**src/rtl/dbg_guv_pkg.sv**
```systemverilog
// Shared dbg_guv chain definitions: register map, commit address and address-flit packing.
// Used by the command initiator and by dbg_guv's command decoder.
package dbg_guv_pkg;

  localparam int REG_ADDR_WIDTH = 4;

  localparam logic [REG_ADDR_WIDTH-1:0] COMMIT_REG_ADDR   = '1;
  localparam logic [REG_ADDR_WIDTH-1:0] REG_DROP_CNT      = 4'd0;
  localparam logic [REG_ADDR_WIDTH-1:0] REG_LOG_CNT       = 4'd1;
  localparam logic [REG_ADDR_WIDTH-1:0] REG_INJ_TDATA     = 4'd2;
  localparam logic [REG_ADDR_WIDTH-1:0] REG_INJ_TVALID    = 4'd3;
  localparam logic [REG_ADDR_WIDTH-1:0] REG_INJ_TLAST     = 4'd4;
  localparam logic [REG_ADDR_WIDTH-1:0] REG_INJ_TKEEP     = 4'd5;
  localparam logic [REG_ADDR_WIDTH-1:0] REG_INJ_TDEST     = 4'd6;
  localparam logic [REG_ADDR_WIDTH-1:0] REG_INJ_TID       = 4'd7;
  localparam logic [REG_ADDR_WIDTH-1:0] REG_KEEP_PAUSING  = 4'd8;
  localparam logic [REG_ADDR_WIDTH-1:0] REG_KEEP_LOGGING  = 4'd9;
  localparam logic [REG_ADDR_WIDTH-1:0] REG_KEEP_DROPPING = 4'd10;

  typedef enum logic [1:0] {
    ST_IDLE = 2'd0,
    ST_ADDR = 2'd1,
    ST_DATA = 2'd2,
    ST_GAP  = 2'd3
  } cmd_tx_state_e;

  // Register address in the low bits, core address above it, zeros elsewhere.
  // Callers truncate the result to their flit width.
  function automatic logic [63:0] pack_addr_flit(input logic [31:0]               core_addr,
                                                 input logic [REG_ADDR_WIDTH-1:0] reg_addr);
    return {28'd0, core_addr, reg_addr};
  endfunction

endpackage

```
**src/rtl/dbg_guv_cmd_tx.sv**
```systemverilog
// Serialises host register writes onto the dbg_guv command chain (addr flit, then data flit; commit = addr only).
// Address flit one cycle after accept, data flit the cycle after; cmd_out never stalls, req_TREADY only in IDLE.
module dbg_guv_cmd_tx
  import dbg_guv_pkg::*;
#(
  parameter int DATA_WIDTH     = 32,
  parameter int ADDR_WIDTH     = 10,
  parameter int REG_ADDR_WIDTH = 4,
  parameter int GAP_CYCLES     = 0,
  parameter int CNT_SIZE       = 16
) (
  input  logic                      clk,
  input  logic                      rst,
  input  logic [DATA_WIDTH-1:0]     req_TDATA,
  input  logic [ADDR_WIDTH-1:0]     req_core_addr,
  input  logic [REG_ADDR_WIDTH-1:0] req_reg_addr,
  input  logic                      req_TVALID,
  output logic                      req_TREADY,
  output logic [DATA_WIDTH-1:0]     cmd_out_TDATA,
  output logic                      cmd_out_TVALID,
  output logic                      busy,
  output logic [CNT_SIZE-1:0]       cmd_cnt
);

  localparam logic [3:0] GAP_LOAD = 4'(GAP_CYCLES - 1);

  cmd_tx_state_e             r_state, w_state_nxt;
  logic [DATA_WIDTH-1:0]     r_data;
  logic [ADDR_WIDTH-1:0]     r_core_addr;
  logic [REG_ADDR_WIDTH-1:0] r_reg_addr;
  logic [DATA_WIDTH-1:0]     r_last;
  logic [3:0]                r_gap_cnt, w_gap_nxt;
  logic [CNT_SIZE-1:0]       r_cmd_cnt;
  logic                      w_commit;
  logic                      w_final;
  logic                      w_accept;
  logic [DATA_WIDTH-1:0]     w_addr_flit;

  assign w_commit    = (r_reg_addr == COMMIT_REG_ADDR);
  assign w_accept    = (r_state == ST_IDLE) && req_TVALID;
  assign w_final     = ((r_state == ST_ADDR) && w_commit) || (r_state == ST_DATA);
  assign w_addr_flit = DATA_WIDTH'(pack_addr_flit(32'(r_core_addr), r_reg_addr));

  // Ready is gated by reset so nothing is accepted while the chain is held in reset.
  assign req_TREADY     = rst && (r_state == ST_IDLE);
  assign busy           = (r_state != ST_IDLE);
  assign cmd_out_TVALID = (r_state == ST_ADDR) || (r_state == ST_DATA);
  assign cmd_cnt        = r_cmd_cnt;

  always_comb begin
    cmd_out_TDATA = r_last;
    case (r_state)
      ST_ADDR: cmd_out_TDATA = w_addr_flit;
      ST_DATA: cmd_out_TDATA = r_data;
      default: cmd_out_TDATA = r_last;
    endcase
  end

  always_comb begin
    w_state_nxt = r_state;
    w_gap_nxt   = r_gap_cnt;
    case (r_state)
      ST_IDLE: if (req_TVALID) w_state_nxt = ST_ADDR;
      ST_ADDR, ST_DATA: begin
        if (!w_final) begin
          w_state_nxt = ST_DATA;
        end else if (GAP_CYCLES > 0) begin
          w_state_nxt = ST_GAP;
          w_gap_nxt   = GAP_LOAD;
        end else begin
          w_state_nxt = ST_IDLE;
        end
      end
      ST_GAP: begin
        if (r_gap_cnt == 4'd0) w_state_nxt = ST_IDLE;
        else                   w_gap_nxt   = r_gap_cnt - 4'd1;
      end
      default: w_state_nxt = ST_IDLE;
    endcase
  end

  always_ff @(posedge clk or negedge rst) begin
    if (!rst) begin
      r_state     <= ST_IDLE;
      r_data      <= '0;
      r_core_addr <= '0;
      r_reg_addr  <= '0;
      r_last      <= '0;
      r_gap_cnt   <= '0;
      r_cmd_cnt   <= '0;
    end else begin
      r_state   <= w_state_nxt;
      r_gap_cnt <= w_gap_nxt;
      if (w_final) r_cmd_cnt <= r_cmd_cnt + 1'b1;
      if (cmd_out_TVALID) r_last <= cmd_out_TDATA;
      if (w_accept) begin
        r_data      <= req_TDATA;
        r_core_addr <= req_core_addr;
        r_reg_addr  <= req_reg_addr;
      end
    end
  end

endmodule

```
**config.mk**
```make
export PLATFORM = sky130hd
export DESIGN_NAME = dbg_guv_cmd_tx
export DESIGN_NICKNAME = d
export VERILOG_FILES = /design/src/rtl/dbg_guv_pkg.sv /design/src/rtl/dbg_guv_cmd_tx.sv
export SDC_FILE = /design/constraint.sdc
export NUM_CORES = 1
export LEC_CHECK = 0
export ABC_AREA = 1
export CORE_MARGIN = 2
export CORE_UTILIZATION = 51
export CTS_BUF_LIST = sky130_fd_sc_hd__clkbuf_8 sky130_fd_sc_hd__clkbuf_16
export DETAILED_ROUTE_END_ITERATION = 10
export MAX_ROUTING_LAYER = met4
export PLACE_DENSITY = 0.85
export SLEW_MARGIN = 20
export SYNTH_ARGS = -nofsm -noshare
export SYNTH_HDL_FRONTEND = slang
export SYNTH_SLANG_ARGS = --single-unit
```
**constraint.sdc**
```tcl
create_clock -name clk -period 1.85 [get_ports clk]
set_input_delay 0.37 -clock clk [delete_from_list [all_inputs] [get_ports clk]]
set_output_delay 0.37 -clock clk [all_outputs]
set_load 0.01 [all_outputs]
```
==> flow_metrics.env <==
export IMPL_slew_headroom_pct=65.6
export IMPL_fmax_ghz=0.473
export IMPL_ys_async_sr_fraction_pct=100
export IMPL_clockPowerShare_pct=13.8
export IMPL_period_minus_slack_ps=2110
export IMPL_ir_worst_vdd_uv=1210
export IMPL_post_place_ws_ps=-375
export IMPL_grt_pass1_vias=3941
export IMPL_skew_ps=10.4
export IMPL_multi_input_area_mm2=0.00210
export IMPL_power_switching_mw=4.25
export IMPL_yosysTopAreaCellShare_pct=55.4
export IMPL_vias=3773
export IMPL_grt_start_max_net_pins=101
export IMPL_postCtsHoldBufs=0
export IMPL_combPwrFrac_pct=51.8
export IMPL_ys_top_cells_by_area="dfrtp_1, nand2_1, mux2_1, nand3_1, nand3b_1"
export IMPL_clock_sinks=100
export IMPL_dr_first_iter_drc_count=138
export IMPL_fin_cells=702
export IMPL_post_route_util_pct=72.8
export IMPL_critPathTopFamily="buffers and inverters"
export IMPL_die_height_um=98.2
export IMPL_cp_slowest_cell="dfrtp_1"
export IMPL_core_area_mm2=0.00868
export IMPL_crit_arrival_ps=1740
export IMPL_crit_chain="inv_2, ha_4, buf_6, nand3_1, nand2_1, buf_2"
export IMPL_cp_end_kind="output port"
export IMPL_viasPerCell=5.37
export IMPL_synth_main_ff_cell="dfrtp_1"
export IMPL_grt_antenna_before_repair=0
export IMPL_finalPower_mw=10.5
export IMPL_grt_first_pass_wirelength_mm=18.8
export IMPL_fp_dieW_um=98.2
export IMPL_postSynthAreaPerCell_um2=9.85
export IMPL_diodes=0
export IMPL_wirelength_mm=11.7
export IMPL_grt_usage_pct=25.1
export IMPL_synth_most_common_cell="nand2_1"
export IMPL_synth_top_cells_by_count="nand2_1, dfrtp_1, nand3_1"
export IMPL_placementRows=34
export IMPL_yosysTopAreaCell="dfrtp_1"
export IMPL_initial_core_util_pct=52.1
export IMPL_drive_gt1_share_pct=24.1
export IMPL_clk_latency_ps=370
export IMPL_start_kind="flop"
export IMPL_hp_class="in2async"
export IMPL_cpPeakStageDelay_ps=400
export IMPL_dp_cells=676
export IMPL_critical_path_max_fanout=14
export IMPL_grt_setup_unrepaired="true"
export IMPL_grt_ovfl_total=0
export IMPL_syn_inst=459
export IMPL_cellPowerDensity_mw_per_mm2=1660
export IMPL_hold_viol=0
export IMPL_antenna_left=0
export IMPL_register_area_mm2=0.00250
export IMPL_swShare_pct=40.5
export IMPL_synth_area_mm2=0.00452
export IMPL_drt_pass1_iterations=5
export IMPL_synth_cell_types=22
export IMPL_internal_power_mw=6.24
export IMPL_path_class="reg2out"
export IMPL_synth_seq_cells=100
export IMPL_die_area_mm2=0.00963
export IMPL_r2r_slack_ps=100
export IMPL_path_buf_inv=3
export IMPL_wl_per_cell_um=16.6
export IMPL_syn2layout_area_growth_pct=39.7
export IMPL_setup_tns_ps=-7100
export IMPL_r2r_end="r_state[1]"
export IMPL_tightest_slew_ps=516
export IMPL_leakage_nw=3.16
export IMPL_ys_seq_area_share_pct=55.4
export IMPL_r2r_start="r_state[1]"
export IMPL_post_route_period_util_pct=114
export IMPL_syn_num_nets=515
export IMPL_synth_warnings=0
export IMPL_drc=0
export IMPL_num_io_pins=100
export IMPL_cts_made_buffers=9
export IMPL_drv_cap=0
export IMPL_p_seq_share_pct=34.4
export IMPL_setup_viol=33
export IMPL_clk_path_buf_depth=2
export IMPL_cp_required_ps=1480
export IMPL_portBuffers=99
export IMPL_place_congestion=0.813
export IMPL_violations="negative setup slack"
export IMPL_cts_tree="yes"
export IMPL_setup_slack_ps=-263
export IMPL_drv_slew=0
export IMPL_fillCellCount=606
export IMPL_rr_worst_depth=11
export IMPL_cts_clk_slew_worst_paths_ps=100
export IMPL_clockRootBuffer="clkbuf_8"
export IMPL_status="finished, violations left"
export IMPL_dp_hpwl_mm=7.22
export IMPL_synth_edf_count=0
export IMPL_nNetsFinal=645
export IMPL_ctsHtreeMaxLevel=3
[cell families after synthesis]
family | Yosys count | share of synthesized area (%)
DFF | 100 | 55.4
muxes | 46 | 11.5
AOI/OAI and AO/OA | 7 | 0.969
and+or+nand+nor | 257 | 25.1
buffers and inverters | 40 | 4.65
adders and majority gates | 7 | 1.94
xor gates and xnor gates | 2 | 0.554
[sequential cells by signal, summed over array words and instances, names as in the netlist]
signal / cells
r_reg_addr: 4
r_last: 32
r_data: 32
cmd_cnt: 16
r_gap_cnt: 4
r_state: 2
r_core_addr: 10
[per-layer routing]
layer	wire, µm	vias to the layer above	part of all wire (%)	GRT usage, %
li1	-	1769	-	-
met1	4630	1876	40	30.0
met2	6310	115	54	44.3
met3	621	13	5.3	4.80
met4	118	0	1.0	5.80
met5	0	-	0	-
[how the worst max path moves through the flow]
stage / to / cells past startpoint / start
global placement: cmd_out_TDATA[22] / 7 / r_state[0]
global route: cmd_out_TDATA[19] / 6 / r_state[0]
detailed placement: cmd_out_TDATA[21] / 7 / r_state[0]
floorplan: cmd_out_TDATA[7] / 6 / r_state[0]
CTS: cmd_out_TDATA[0] / 6 / r_state[0]
finish: cmd_out_TDATA[19] / 6 / r_state[0]
[what timing repair did]
action | in CTS | in global routing
cloned | 1 | 3
resized for setup | 192 | 18
setup buffers | 5 | 1
pin swaps | 13 | 2
setup endpoints to repair | 49 | 49
[area by class of cell]
| class | count | share of cell area [%] |
|---|---|---|
| flip-flops and latches | 100 | 39.6 |
| multi-input cells | 321 | 33.2 |
| repair buffers | 137 | 20.5 |
| well taps | 108 | 2.14 |
| clock buffers | 9 | 1.96 |
| clock inverters | 7 | 1.29 |
| inverters | 20 | 1.27 |
[cell usage in the layout (no fill, tap or decap), types with 2 or more instances in the layout]
cell,n
nand3_2,27
nand2_1,141
nor2_1,15
buf_8,2
o211ai_1,2
nand3_1,45
nand2_2,5
o21ai_1,4
nand3b_1,12
nor2_2,2
mux2_1,46
clkdlybuf4s50_1,63
buf_4,21
clkinv_4,2
nand2_4,2
inv_4,2
buf_12,6
nand2_8,2
clkbuf_8,9
dfrtp_1,100
ha_4,3
inv_1,13
ha_1,4
inv_6,2
nand3_4,5
buf_2,28
nand4_1,2
buf_6,13
inv_2,5
[power by group through the flow]
stage / combinational (mW) / clock [mW] / sequential (mW)
after floorplan: 2.57 / 0 / 3.43
after global placement: 4.63 / 0 / 3.49
after detailed placement: 4.79 / 0 / 3.53
after CTS: 5.07 / 1.48 / 3.56
after global routing: 5.84 / 1.56 / 3.70
final: 5.44 / 1.44 / 3.61
[per-stage QoR]
| stage | hold slack [ps] | cell area [µm²] |
|---|---|---|
| floorplan | 74.4 | 4520 |
| global placement | 460 | 5800 |
| detailed placement | 462 | 5800 |
| CTS | 108 | 6200 |
| global route | 106 | 6310 |
| finish | 81.1 | 6310 |
Power figures use the tool's default switching activity.
